## config.mk

```make
export PLATFORM = sky130hd
export DESIGN_NAME = recip_lut_seq
export DESIGN_NICKNAME = d
export VERILOG_FILES = /design/src/rtl/recip_pkg.sv /design/src/rtl/recip_lut_seq_div.sv /design/src/rtl/recip_lut_seq.sv
export SDC_FILE = /design/constraint.sdc
export NUM_CORES = 1
export LEC_CHECK = 0
export BUFFER_PORTS_ARGS = -buffer_cell sky130_fd_sc_hd__buf_2
export CAP_MARGIN = 20
export CELL_PAD_IN_SITES_DETAIL_PLACEMENT = 0
export CELL_PAD_IN_SITES_GLOBAL_PLACEMENT = 1
export CORE_MARGIN = 8
export CORE_UTILIZATION = 40
export CTS_BUF_LIST = sky130_fd_sc_hd__clkbuf_16
export CTS_CLUSTER_DIAMETER = 30
export CTS_CLUSTER_SIZE = 16
export DETAILED_ROUTE_END_ITERATION = 6
export PLACE_DENSITY_LB_ADDON = 0.15
export SLEW_MARGIN = 20
export SYNTH_ARGS = -nofsm -noshare
export SYNTH_HDL_FRONTEND = slang
export SYNTH_SLANG_ARGS = --single-unit
```

## constraint.sdc

```tcl
create_clock -name clk -period 4.9 [get_ports clk]
set_input_delay 0 -clock clk [delete_from_list [all_inputs] [get_ports clk]]
set_output_delay 0 -clock clk [all_outputs]
set_load 0.05 [all_outputs]
```

## src/rtl/recip_pkg.sv

```systemverilog
// Shared types, default widths and the reference reciprocal function for the
// reciprocal lookup unit.
package recip_pkg;

  typedef enum logic [1:0] {
    DIV = 2'd0,
    WR  = 2'd1,
    RUN = 2'd2
  } recip_state_e;

  localparam int DEF_ADDR_W   = 4;
  localparam int DEF_FRAC_W   = 8;
  localparam int DEF_OUT_W    = 16;
  localparam int DEF_MAX_ADDR = 11;
  // Dividend holds 2^FRAC_W; remainder/divisor must hold idx+1 up to 2^ADDR_W.
  localparam int DEF_DVD_W    = DEF_FRAC_W + 1;
  localparam int DEF_DVS_W    = DEF_ADDR_W + 1;

  function automatic int unsigned recip_ref(input int unsigned idx,
                                            input int unsigned frac_w);
    int unsigned num;
    int unsigned q;
    num = 32'd1 << frac_w;
    q   = num / (idx + 1);
    if (q > num - 1) q = num - 1;
    return q;
  endfunction

  function automatic int unsigned build_cycles(input int unsigned max_addr,
                                               input int unsigned frac_w);
    return (max_addr + 1) * (frac_w + 2);
  endfunction

endpackage

```

## src/rtl/recip_lut_seq_div.sv

```systemverilog
// Iterative restoring divider: one quotient bit per cycle, MSB first.
// The first bit is produced on the start edge, so a division takes DVD_W cycles.
module recip_div_seq #(
  parameter int DVD_W = 9,
  parameter int DVS_W = 5
) (
  input  logic             clk,
  input  logic             rst_n,
  input  logic             start_i,
  input  logic [DVD_W-1:0] dividend_i,
  input  logic [DVS_W-1:0] divisor_i,
  output logic             busy_o,
  output logic             done_o,
  output logic [DVD_W-1:0] quotient_o
);

  localparam int CNT_W = (DVD_W > 2) ? $clog2(DVD_W) : 1;

  logic [DVD_W-1:0] dvd_q, dvd_d;
  logic [DVD_W-1:0] quo_q, quo_d;
  logic [DVS_W-1:0] rem_q, rem_d;
  logic [DVS_W-1:0] dvs_q, dvs_d;
  logic [CNT_W-1:0] cnt_q, cnt_d;
  logic             busy_q, busy_d;

  logic             load;
  logic [DVS_W-1:0] rem_in;
  logic [DVS_W-1:0] dvs_in;
  logic [DVD_W-1:0] dvd_in;
  logic [DVD_W-1:0] quo_in;
  logic [DVS_W:0]   trial;
  logic             q_bit;

  assign load = start_i && !busy_q;

  always_comb begin
    rem_in = load ? '0 : rem_q;
    dvs_in = load ? divisor_i : dvs_q;
    dvd_in = load ? dividend_i : dvd_q;
    quo_in = load ? '0 : quo_q;
    trial  = {rem_in, dvd_in[DVD_W-1]};
    q_bit  = (trial >= {1'b0, dvs_in});

    dvd_d  = dvd_q;
    quo_d  = quo_q;
    rem_d  = rem_q;
    dvs_d  = dvs_q;
    cnt_d  = cnt_q;
    busy_d = busy_q;

    if (load || busy_q) begin
      dvd_d = dvd_in << 1;
      quo_d = {quo_in[DVD_W-2:0], q_bit};
      dvs_d = dvs_in;
      // The true difference is below the divisor, so the low bits are exact.
      rem_d = q_bit ? (trial[DVS_W-1:0] - dvs_in) : trial[DVS_W-1:0];
    end

    if (load) begin
      cnt_d  = CNT_W'(DVD_W - 1);
      busy_d = 1'b1;
    end else if (busy_q) begin
      cnt_d  = cnt_q - CNT_W'(1);
      busy_d = (cnt_q != CNT_W'(1));
    end
  end

  always_ff @(posedge clk or negedge rst_n) begin
    if (!rst_n) begin
      dvd_q  <= '0;
      quo_q  <= '0;
      rem_q  <= '0;
      dvs_q  <= '0;
      cnt_q  <= '0;
      busy_q <= 1'b0;
    end else begin
      dvd_q  <= dvd_d;
      quo_q  <= quo_d;
      rem_q  <= rem_d;
      dvs_q  <= dvs_d;
      cnt_q  <= cnt_d;
      busy_q <= busy_d;
    end
  end

  assign busy_o     = busy_q;
  assign done_o     = busy_q && (cnt_q == CNT_W'(1));
  assign quotient_o = quo_q;

endmodule

```

## src/rtl/recip_lut_seq.sv

```systemverilog
// Reciprocal lookup unit: builds floor(2^FRAC_W/(i+1)) into a register file
// after reset or rebuild, then serves one registered lookup per cycle.
module recip_lut_seq
  import recip_pkg::*;
#(
  parameter int ADDR_W   = 4,
  parameter int FRAC_W   = 8,
  parameter int OUT_W    = 16,
  parameter int MAX_ADDR = 11
) (
  input  logic              clk,
  input  logic              rst_n,
  input  logic              rebuild,
  input  logic              in_valid,
  input  logic [ADDR_W-1:0] in_addr,
  output logic              in_ready,
  output logic              out_valid,
  output logic [OUT_W-1:0]  out_data,
  output logic              out_err,
  output logic              init_done,
  output logic [1:0]        dbg_state_o
);

  localparam int DVD_W = FRAC_W + 1;
  localparam int DVS_W = ADDR_W + 1;
  localparam logic [ADDR_W-1:0] MAX_IDX = ADDR_W'(MAX_ADDR);
  localparam logic [ADDR_W:0]   MAX_X   = (ADDR_W + 1)'(MAX_ADDR);

  recip_state_e      state_q, state_d;
  logic [ADDR_W-1:0] idx_q, idx_d;
  logic              div_start;
  logic              div_busy;
  logic              div_done;
  logic [DVD_W-1:0]  div_quo;
  logic              tbl_we;
  logic [FRAC_W-1:0] tbl_wdata;
  logic [FRAC_W-1:0] table_q [MAX_ADDR+1];

  logic              accept;
  logic              addr_err;
  logic [OUT_W-1:0]  rd_data;
  logic              out_valid_q;
  logic [OUT_W-1:0]  out_data_q;
  logic              out_err_q;

  recip_div_seq #(
    .DVD_W(DVD_W),
    .DVS_W(DVS_W)
  ) u_div (
    .clk       (clk),
    .rst_n     (rst_n),
    .start_i   (div_start),
    .dividend_i({1'b1, {FRAC_W{1'b0}}}),
    .divisor_i (DVS_W'(idx_q) + DVS_W'(1)),
    .busy_o    (div_busy),
    .done_o    (div_done),
    .quotient_o(div_quo)
  );

  always_comb begin
    state_d   = state_q;
    idx_d     = idx_q;
    div_start = 1'b0;
    tbl_we    = 1'b0;
    unique case (state_q)
      DIV: begin
        div_start = !div_busy;
        if (div_done) state_d = WR;
      end
      WR: begin
        tbl_we = 1'b1;
        if (idx_q == MAX_IDX) begin
          state_d = RUN;
        end else begin
          idx_d   = idx_q + ADDR_W'(1);
          state_d = DIV;
        end
      end
      RUN: begin
        if (rebuild) begin
          state_d = DIV;
          idx_d   = '0;
        end
      end
      default: state_d = DIV;
    endcase
  end

  always_ff @(posedge clk or negedge rst_n) begin
    if (!rst_n) begin
      state_q <= DIV;
      idx_q   <= '0;
    end else begin
      state_q <= state_d;
      idx_q   <= idx_d;
    end
  end

  // Only entry 0 (divide by one) can exceed the fraction range.
  assign tbl_wdata = div_quo[FRAC_W] ? '1 : div_quo[FRAC_W-1:0];

  always_ff @(posedge clk) begin
    if (tbl_we) table_q[idx_q] <= tbl_wdata;
  end

  // Handshake: a request is taken on any edge where in_valid && in_ready;
  // out_valid pulses for exactly one cycle after it, with no backpressure.
  // out_data/out_err stay put until the next accepted request.
  assign accept   = in_valid && in_ready;
  assign addr_err = ({1'b0, in_addr} > MAX_X);
  assign rd_data  = addr_err ? '0 : OUT_W'(table_q[in_addr]);

  always_ff @(posedge clk or negedge rst_n) begin
    if (!rst_n) begin
      out_valid_q <= 1'b0;
      out_data_q  <= '0;
      out_err_q   <= 1'b0;
    end else begin
      out_valid_q <= accept;
      if (accept) begin
        out_data_q <= rd_data;
        out_err_q  <= addr_err;
      end
    end
  end

  assign in_ready    = (state_q == RUN);
  assign init_done   = in_ready;
  assign out_valid   = out_valid_q;
  assign out_data    = out_data_q;
  assign out_err     = out_err_q;
  assign dbg_state_o = state_q;

endmodule
```

### After elaboration in Yosys (flattened, before gate mapping)

Memories as Yosys holds them, arrays and structs flattened.
Cells that the tools add are included.

* memories kept: 1
* bits of input ports: 8
* logic and storage cells: 58
* flip-flop bits (word level): 56
* bits in writable memories: 96

Memory list
* table_q: words 12, width 8, rd ports 1, clocked after Yosys merged registers in 0, wr ports 1, RTL line recip_lut_seq.sv:37 `logic [FRAC_W-1:0] table_q [MAX_ADDR+1];`

* reductions and logical operators: 10
* $add $sub $neg: 4
* equal/unequal tests: 8
* order comparisons: 2
* mux-type cells: 22

Operator list (number)
* $mux 8: 3
* $mux 4: 4
* $mux 5: 3
* $mux 9: 1
* $pmux 4 s2: 1
* $ge 6x5->1: 1
* $mux 1: 6
* $mux 2: 3
* $ne 2x2->1 const B: 3
* $pmux 2 s3: 1
* $add 4x1->5 const B: 1
* $sub 5x5->5: 1
* $add 4x1->4 const B: 1
* $eq 4x1->1 const B: 1
* $eq 4x4->1 const B: 1
* $gt 4x4->1 const B: 1
* $ne 4x1->1 const B: 1
* $reduce_bool 2->1: 2
* $sub 4x1->4 const B: 1
* $logic_and 1x1->1: 3
* $reduce_and 3->1: 1
* $eq 2x1->1 const B: 1
* $eq 2x2->1 const B: 1
* $logic_not 2->1: 1
* other kinds (3): 3

### Logic depth before layout (Yosys ltp)

Gate-level depths: netlist (run 1).

* word-level depth: 6
* gate-level depth with buffers: 11
* mapped depth without buffers: 10

### Modules after synthesis

From an unflattened synthesis (run 1), not the netlist that was laid out.

* cells, all modules: 442
* area, all modules: 6291.0 sq um

By module, submodules not included
* recip_lut_seq: seq. area each 3283.1 sq um, cells each 296, area an instance 4663.2 sq um, times used 1
* recip_div_seq: seq. area each 800.8 sq um, cells each 146, area an instance 1627.8 sq um, times used 1

### Least setup slack after synthesis (run 1)

No wires, ideal clock.

* kind: register to register
* from: register state_q[0] (netlist: dbg_state_o[0])
* to: register u_div.rem_q[0]
* path buffers: 1
* period minus slack after synthesis: 2.907 ns
* data arrival time: 2.758 ns
* stages on the path, launching flop included: 11
* setup slack: 1.993 ns
* data required time: 4.752 ns
* cells stage by stage: dfrtp_1 buf_2 nor3_1 nor2_1 a21oi_1 inv_1 ha_1 and4_1 a311o_1 o21ai_2 o221ai_1

* word-level cells in the longest chain between the ends: 6
* elaborated cells on any way between the ends: 10

RTL lines
* from (decl): RTL line recip_lut_seq.sv:29 `recip_state_e state_q, state_d;`
* from (signal assigned): RTL line recip_lut_seq.sv:94 `state_q <= state_d;`
* $logic_not 2->1 (*): RTL line recip_lut_seq.sv:65 `unique case (state_q)`
* $mux 1 (*): RTL line recip_lut_seq.sv:65
* $logic_and 1x1->1 (*): RTL line recip_lut_seq_div.sv:34 `assign load = start_i && !busy_q;`
* $mux 9, or another cell as far along: RTL line recip_lut_seq_div.sv:39 `dvd_in = load ? dividend_i : dvd_q;`
* $sub 5x5->5 / $ge 6x5->1 (equally long branches): RTL line recip_lut_seq_div.sv:56, recip_lut_seq_div.sv:42
* $mux 5: RTL line recip_lut_seq_div.sv:56 `rem_d = q_bit ? (trial[DVS_W-1:0] - dvs_in) : trial[DVS_W-1:0];`
* to (signal assigned): RTL line recip_lut_seq_div.sv:79 `rem_q <= rem_d;`
* to (decl): RTL line recip_lut_seq_div.sv:21 `logic [DVS_W-1:0] rem_q, rem_d;`

Mark *: on every way between the ends. The rest lies on a longest branch, timed or not.
A chain may end at the register's enable or synchronous reset.

### Final worst setup path (run 1)

* from: register u_div.busy_q (netlist: u_div.busy_o)
* to: register u_div.rem_q[0]

* word-level cells in the longest chain between the ends: 6
* elaborated cells on any way between the ends: 10

RTL lines
* from (decl): RTL line recip_lut_seq_div.sv:24 `logic busy_q, busy_d;`
* from (signal assigned): RTL line recip_lut_seq_div.sv:82 `busy_q <= busy_d;`
* $logic_not 1->1: RTL line recip_lut_seq_div.sv:34, recip_lut_seq.sv:67
* $mux 1: RTL line recip_lut_seq.sv:65
* $logic_and 1x1->1: RTL line recip_lut_seq_div.sv:34
* $mux 9, or another cell as far along: RTL line recip_lut_seq_div.sv:39
* $sub 5x5->5 / $ge 6x5->1 (equally long branches): RTL line recip_lut_seq_div.sv:56, recip_lut_seq_div.sv:42
* $mux 5: RTL line recip_lut_seq_div.sv:56

Several ways; a longest one is shown, not always the timed one.

==> results of run 1 <==
==> per-layer routing <==
metal	vias up	global-route usage (%)	share of wire (%)
met5	-	0	0
met1	1584	16.8	44
met3	14	4.55	4.5
met2	54	21.5	50
met4	0	4.89	1.4
li1	1464	-	-
==> worst max-delay path by stage <==
stage               depth (start not counted)  slack [ns]                         end                       start
floorplan                                  10        1.99  u_div.rem_q[0]$_DFFE_PN0P_  dbg_state_o[0]$_DFFE_PN0P_
global route                                9        1.63  u_div.rem_q[0]$_DFFE_PN0P_      u_div.busy_o$_DFF_PN0_
detailed placement                          9        1.94  u_div.rem_q[0]$_DFFE_PN0P_      u_div.busy_o$_DFF_PN0_
finish                                      9        1.95  u_div.rem_q[0]$_DFFE_PN0P_      u_div.busy_o$_DFF_PN0_
CTS                                         9        1.93  u_div.rem_q[0]$_DFFE_PN0P_      u_div.busy_o$_DFF_PN0_
global placement                            9        2.03  u_div.rem_q[2]$_DFFE_PN0P_      u_div.busy_o$_DFF_PN0_
==> through the flow <==
stage | instances | cell area (sq um) | utilization (%)
after floorplan | 381 | 5870 | -
after global placement | 562 | 6070 | 42.1
after detailed placement | 562 | 6070 | 42.1
after CTS | 598 | 6660 | 46.1
after global routing | 599 | 6680 | 46.3
final | 599 | 6680 | 46.3
==> synth_stat cells, drive strengths merged, types with 6 or more instances <==
| cell type | n | area [sq um] |
|---|---|---|
| edfxtp | 96 | 2880 |
| dfrtp | 40 | 1000 |
| mux4 | 24 | 541 |
| nand2 | 23 | 86.3 |
| buf | 19 | 124 |
| nor2 | 19 | 71.3 |
| o21ai | 17 | 88.8 |
| inv | 13 | 48.8 |
| ha | 10 | 125 |
| mux2i | 9 | 90.1 |
| or2 | 9 | 56.3 |
| a22o | 8 | 70.1 |
| clkbuf | 8 | 30.0 |
| mux2 | 8 | 90.1 |
| nand3b | 8 | 60.1 |
| nor3 | 8 | 40.0 |
| and2 | 7 | 43.8 |
| a21oi | 6 | 30.0 |
==> cell families (layout without fill, tap and decap cells) <==
group	after synthesis	after routing
and+or+nand+nor	89	89
adders and majority gates	11	11
DFF	136	136
other	1	8
buffers and inverters	40	74
xor gates and xnor gates	4	4
AOI/OAI and AO/OA	52	52
muxes	41	41
==> what timing repair did <==
| item | in CTS | in global routing |
|---|---|---|
| hold buffers | 4 | 0 |
| endpoints found under the setup margin | 0 | 0 |
| endpoints found under the hold margin | 43 | 0 |
==> registers in the layout, indices dropped and copies added, names as in the netlist <==
| register | count |
|---|---|
| dbg_state_o | 2 |
| out_valid | 1 |
| idx_q | 4 |
| u_div.rem_q | 5 |
| u_div.busy_o | 1 |
| out_err | 1 |
| out_data | 8 |
| u_div.cnt_q | 4 |
| u_div.dvs_q | 5 |
| u_div.quotient_o | 9 |
| table_q | 96 |
==> worst max-delay path: stages, from the launching register on <==
cell and delay, ns:
dfrtp_1 0.61, nor3_1 0.55, nor2_1 0.08, a21oi_1 0.17, inv_1 0.06, ha_1 0.34, and4_1 0.26, a311o_1 0.41
o21ai_2 0.19, o221ai_1 0.13
==> final cells by class <==
cell class | count | area (sq um)
Fill cell | 1274 | 7750
Tap cell | 184 | 230
Clock buffer | 17 | 425
Timing Repair Buffer | 29 | 188
Multi-Input combinational cell | 205 | 1790
Sequential cell | 136 | 3880
Clock inverter | 15 | 115
Inverter | 13 | 48.8
==> power by group through the flow <==
stage	registers, mW	clock network (mW)	logic, mW
2_1_floorplan	1.59	0	0.723
4_1_cts	1.60	1.20	0.928
3_3_place_gp	1.62	0	0.912
6_report	1.60	1.17	0.918
5_1_grt	1.62	1.24	1.04
3_5_place_dp	1.62	0	0.924
==> flow_summary.yaml, run 1 <==
run_status:
  status: "finished clean"
synth:
  ys_ff_latch: 136
  synth_compound_area_share_pct: 6.62
  synth_top_family_by_area: "multiplexers"
  synth-edff-count: 96
  synthFlopType: "edfxtp_1"
  yosys.area_share.simple_pct: 7.91
  synth_xor_area_share_pct: 0.600
  synth_cell_types: 55
  ys_warn_count: 0
  synth_cells: 374
  syn-cell-area_sq_um: 5840
  synth.area.mux_share_pct: 12.3
  synth_seq_area_share_pct: 66.5
  syn_avg_cell_area_sq_um: 15.6
  async_flop_share_pct: 29.4
  synth_fa_ha_area_share_pct: 2.49
placed_design:
  gp_congestion: 0.742
  pre_cts_slack_ns: 1.94
  place.detailed.hpwl_microns: 7630
  portBuffers: 21
grt:
  grt_pass1_wl_microns: 18700
  grt_overflow: 0
  antenna_found_initial: 0
  grt_max_degree: 41
  grt_pass1_vias: 3314
  grtUsageTotal_pct: 13.5
clock_tree:
  clock_latency_ns: 0.42
  root_buffer: "clkbuf_16"
  cts-buffers-inserted: 17
  clk_pin_slew_worst_paths_ns: 0.06
  postCtsSetupRepairBufs: 0
  htreeDepth: 4
  tritoncts: "built"
  cts_buffer_depth: 2
  cts_resized: 0
  cts.sinks: 136
die:
  start_util_pct: 40.5
  die-area_sq_um: 18700
  die_h_microns: 137
  fp.dieW_microns: 137
  rows: 44
  core_area_sq_um: 14400
  ios: 30
power:
  p_per_area_nw_per_um2: 552
  switching_share_pct: 31.0
  p_clk_share_pct: 31.7
  p_leak_nw: 2.44
  seqPwrFrac_pct: 43.4
  peakVddDrop_mv: 0.313
  p_comb_share_pct: 24.9
  power.switching_mw: 1.14
  intPower_mw: 2.54
  power_mw: 3.68
cells_and_area:
  drive_gt1_share_pct: 25.1
  layout_common_cells: "edfxtp_1, dfrtp_1, mux4_2"
  nets: 421
  areaGrowthSynthToFinish_pct: 14.4
  antennaDiodeCount: 0
  layout_commonest_cell: "edfxtp_1"
timing:
  hold_ws_ns: 0.00948
  fin_crit_ns: 2.95
  hold_viol: 0
  setup_viol: 0
  tightest_slew_ns: 0.978
  period_share_pct: 60.2
  timing.fmax_mhz: 339
  slew_headroom_pct: 34.6
  slew_violations: 0
  finalClockSkew_ns: 0.00919
  tns_ns: 0
  setup_ws_ns: 1.95
  rsz0062_at_grt: "no"
setup_path:
  r2r_end: "u_div.rem_q[0]$_DFFE_PN0P_"
  cp-end-kind: "flop"
  cp_max_fo: 19
  reg2reg_slack_ns: 1.95
  r2r_start: "u_div.busy_o$_DFF_PN0_"
  start_kind: "flop"
  worstSetupPathType: "flop to flop"
  cp_data_required_time_ns: 5.17
  arrival_ns: 3.22
  rr_worst_depth: 9
routing:
  postRouteAntennaNets: 0
  via_per_inst: 5.20
  drt_first_pass_iters: 4
  wire_per_inst_microns: 19.0
  drt_iter0_drc: 172
  wl_microns: 11400
  route.detailed.drc: 0
  num_vias: 3116
worst_hold_path:
  worstHoldPathType: "input pin to asynchronous set/reset pin"
job:
  drv_cap: 0
Note: power is estimated with default switching activity, not from simulation.
==> run 2, diff against run 1 <==
==> constraint.sdc (replaced) <==
create_clock -name clk -period 2.4 [get_ports clk]
set_input_delay 0 -clock clk [delete_from_list [all_inputs] [get_ports clk]]
set_output_delay 0 -clock clk [all_outputs]
set_load 0.05 [all_outputs]
==> flow_summary.yaml, run 2 (synthesis results as in run 1) <==
timing:
  slew_headroom_pct: 36.2
  setup_viol: 0
  period_share_pct: 99.9
  fin_crit_ns: 2.40
  slew_violations: 0
  rsz0062_at_grt: "yes"
  hold_viol: 0
  timing.fmax_mhz: 417
  finalClockSkew_ns: 0.00665
  tightest_slew_ns: 0.957
cells_and_area:
  nets: 460
  largest_reg_flops: 96
  top_register: "table_q"
  layout_common_cells: "edfxtp_1, buf_4, dfrtp_1"
  areaGrowthSynthToFinish_pct: 22.7
  drive_gt1_share_pct: 36.3
  antennaDiodeCount: 0
  instances_no_fill: 638
  fill_cells: 1221
  layout_commonest_cell: "edfxtp_1"
placed_design:
  gp_congestion: 0.809
  portBuffers: 21
  place.detailed.hpwl_microns: 7930
  dp.cells: 595
setup_path:
  worstSetupPathType: "flop to flop"
  cp_data_required_time_ns: 2.68
  cp_num_buf_inv: 0
  critical_path.max_stage_delay_ns: 0.44
  slowest_stage: "dfrtp_2"
  cp_max_fo: 5
  arrival_ns: 2.68
  rr_worst_depth: 7
  worstPathCellList: "or3_4, and2_4, fa_2, a211o_1, and2_4, o21ai_4, o221ai_2"
  cp-end-kind: "flop"
  worst_path_most_repeated_cell: "and2_4"
  cp_top_family: "simple AND/OR/NAND/NOR gates"
  start_kind: "flop"
  crit_cells: 7
die:
  start_util_pct: 40.5
  die_h_microns: 137
  core_area_sq_um: 14400
  rows: 44
  die-area_sq_um: 18700
  fp.dieW_microns: 137
  ios: 30
grt:
  grt_pass1_vias: 3405
  grtUsageTotal_pct: 13.0
  grt_overflow: 0
  grt_pass1_wl_microns: 18300
  antenna_found_initial: 0
  grt_max_degree: 41
clock_tree:
  clock_latency_ns: 0.41
  cts-buffers-inserted: 17
  tritoncts: "built"
  clk_pin_slew_worst_paths_ns: 0.06
  cts.sinks: 136
  htreeDepth: 4
  cts_buffer_depth: 2
  root_buffer: "clkbuf_16"
routing:
  postRouteAntennaNets: 0
  wl_microns: 11400
  via_per_inst: 5.09
  wire_per_inst_microns: 17.9
  drt_first_pass_iters: 4
  route.detailed.drc: 0
  num_vias: 3250
  drt_iter0_drc: 117
run_status:
  status: "finished clean"
power:
  power_mw: 8.37
  p_per_area_nw_per_um2: 1170
  p_leak_nw: 2.67
  peakVddDrop_mv: 1.05
worst_hold_path:
  min_path_cells: 3
  worstHoldPathType: "input pin to flop"
job:
  drv_cap: 0
run 2: cell type report:
type	instances	area (sq um)	share of cell area [%]
clock buffer	17	425	5.94
clock inverter	15	200	2.79
inverter	13	48.8	0.681
multi-input combinational	206	1890	26.4
sequential	136	3890	54.3
tap	184	230	3.21
timing repair buffer	67	480	6.71
run 2: routing by layer:
metal,track usage (%),vias to the layer above,wire length [microns],share of wire (%)
li1,-,1545,-,-
met1,15.2,1609,4920,43
met2,21.8,73,5780,51
met3,3.56,23,455,4.0
met4,6.58,0,282,2.5
met5,0,-,0,0
run 2: repair_timing:
action / in CTS / in global routing
hold endpoints to repair: 45 / 0
endpoints found under the setup margin: 4 / 6
hold buffers: 4 / 0
cloned: 1 / 0
pin swaps: 2 / 11
setup buffers: 2 / 4
resized for setup: 3 / 11
run 2: through the flow:
stage / hold WS [ns] / utilization (%) / cell area, sq um / setup slack (ns) / setup TNS [ns]
floorplan: -0.296 / - / 5940 / -0.167 / -0.665
global placement: 0.202 / 44.3 / 6390 / 0.0107 / 0
detailed placement: 0.201 / 44.3 / 6390 / -0.0235 / -0.0549
CTS: 0.108 / 49.1 / 7080 / 0.0140 / 0
global route: 0.144 / 49.7 / 7160 / -0.0896 / -0.343
finish: 0.116 / 49.7 / 7160 / 0.00357 / 0
run 2: power breakdown:
| group | switching, mW | total [mW] | leakage, nW | internal (mW) |
|---|---|---|---|---|
| Sequential | 0.202 | 3.21 | 1.33 | 3.00 |
| Clock | 0.991 | 2.73 | 0.298 | 1.74 |
| Combinational | 1.32 | 2.44 | 1.04 | 1.12 |
run 2: path summary, 6_finish.rpt:
path	startpoint	to	slack (ns)
setup reg to reg	dbg_state_o[0]$_DFFE_PN0P_	u_div.rem_q[0]$_DFFE_PN0P_	0.004
hold / removal	in_addr[3]	out_data[4]$_DFFE_PN0P_	0.12
max in group asynchronous	rst_n	dbg_state_o[1]$_DFFE_PN0P_	1.46
setup / recovery	dbg_state_o[0]$_DFFE_PN0P_	u_div.rem_q[0]$_DFFE_PN0P_	0.004
min in group asynchronous	rst_n	out_err$_DFFE_PN0P_	0.27
hold reg to reg	u_div.cnt_q[3]$_DFFE_PN0P_	u_div.cnt_q[3]$_DFFE_PN0P_	0.48
run 2: worst min-delay path, delay by kind of cell:
family / cells / cell delay, ns
buffers and inverters: 1 / 0.20
AO/OA/AOI/OAI: 1 / 0.15
multiplexers: 1 / 0.14
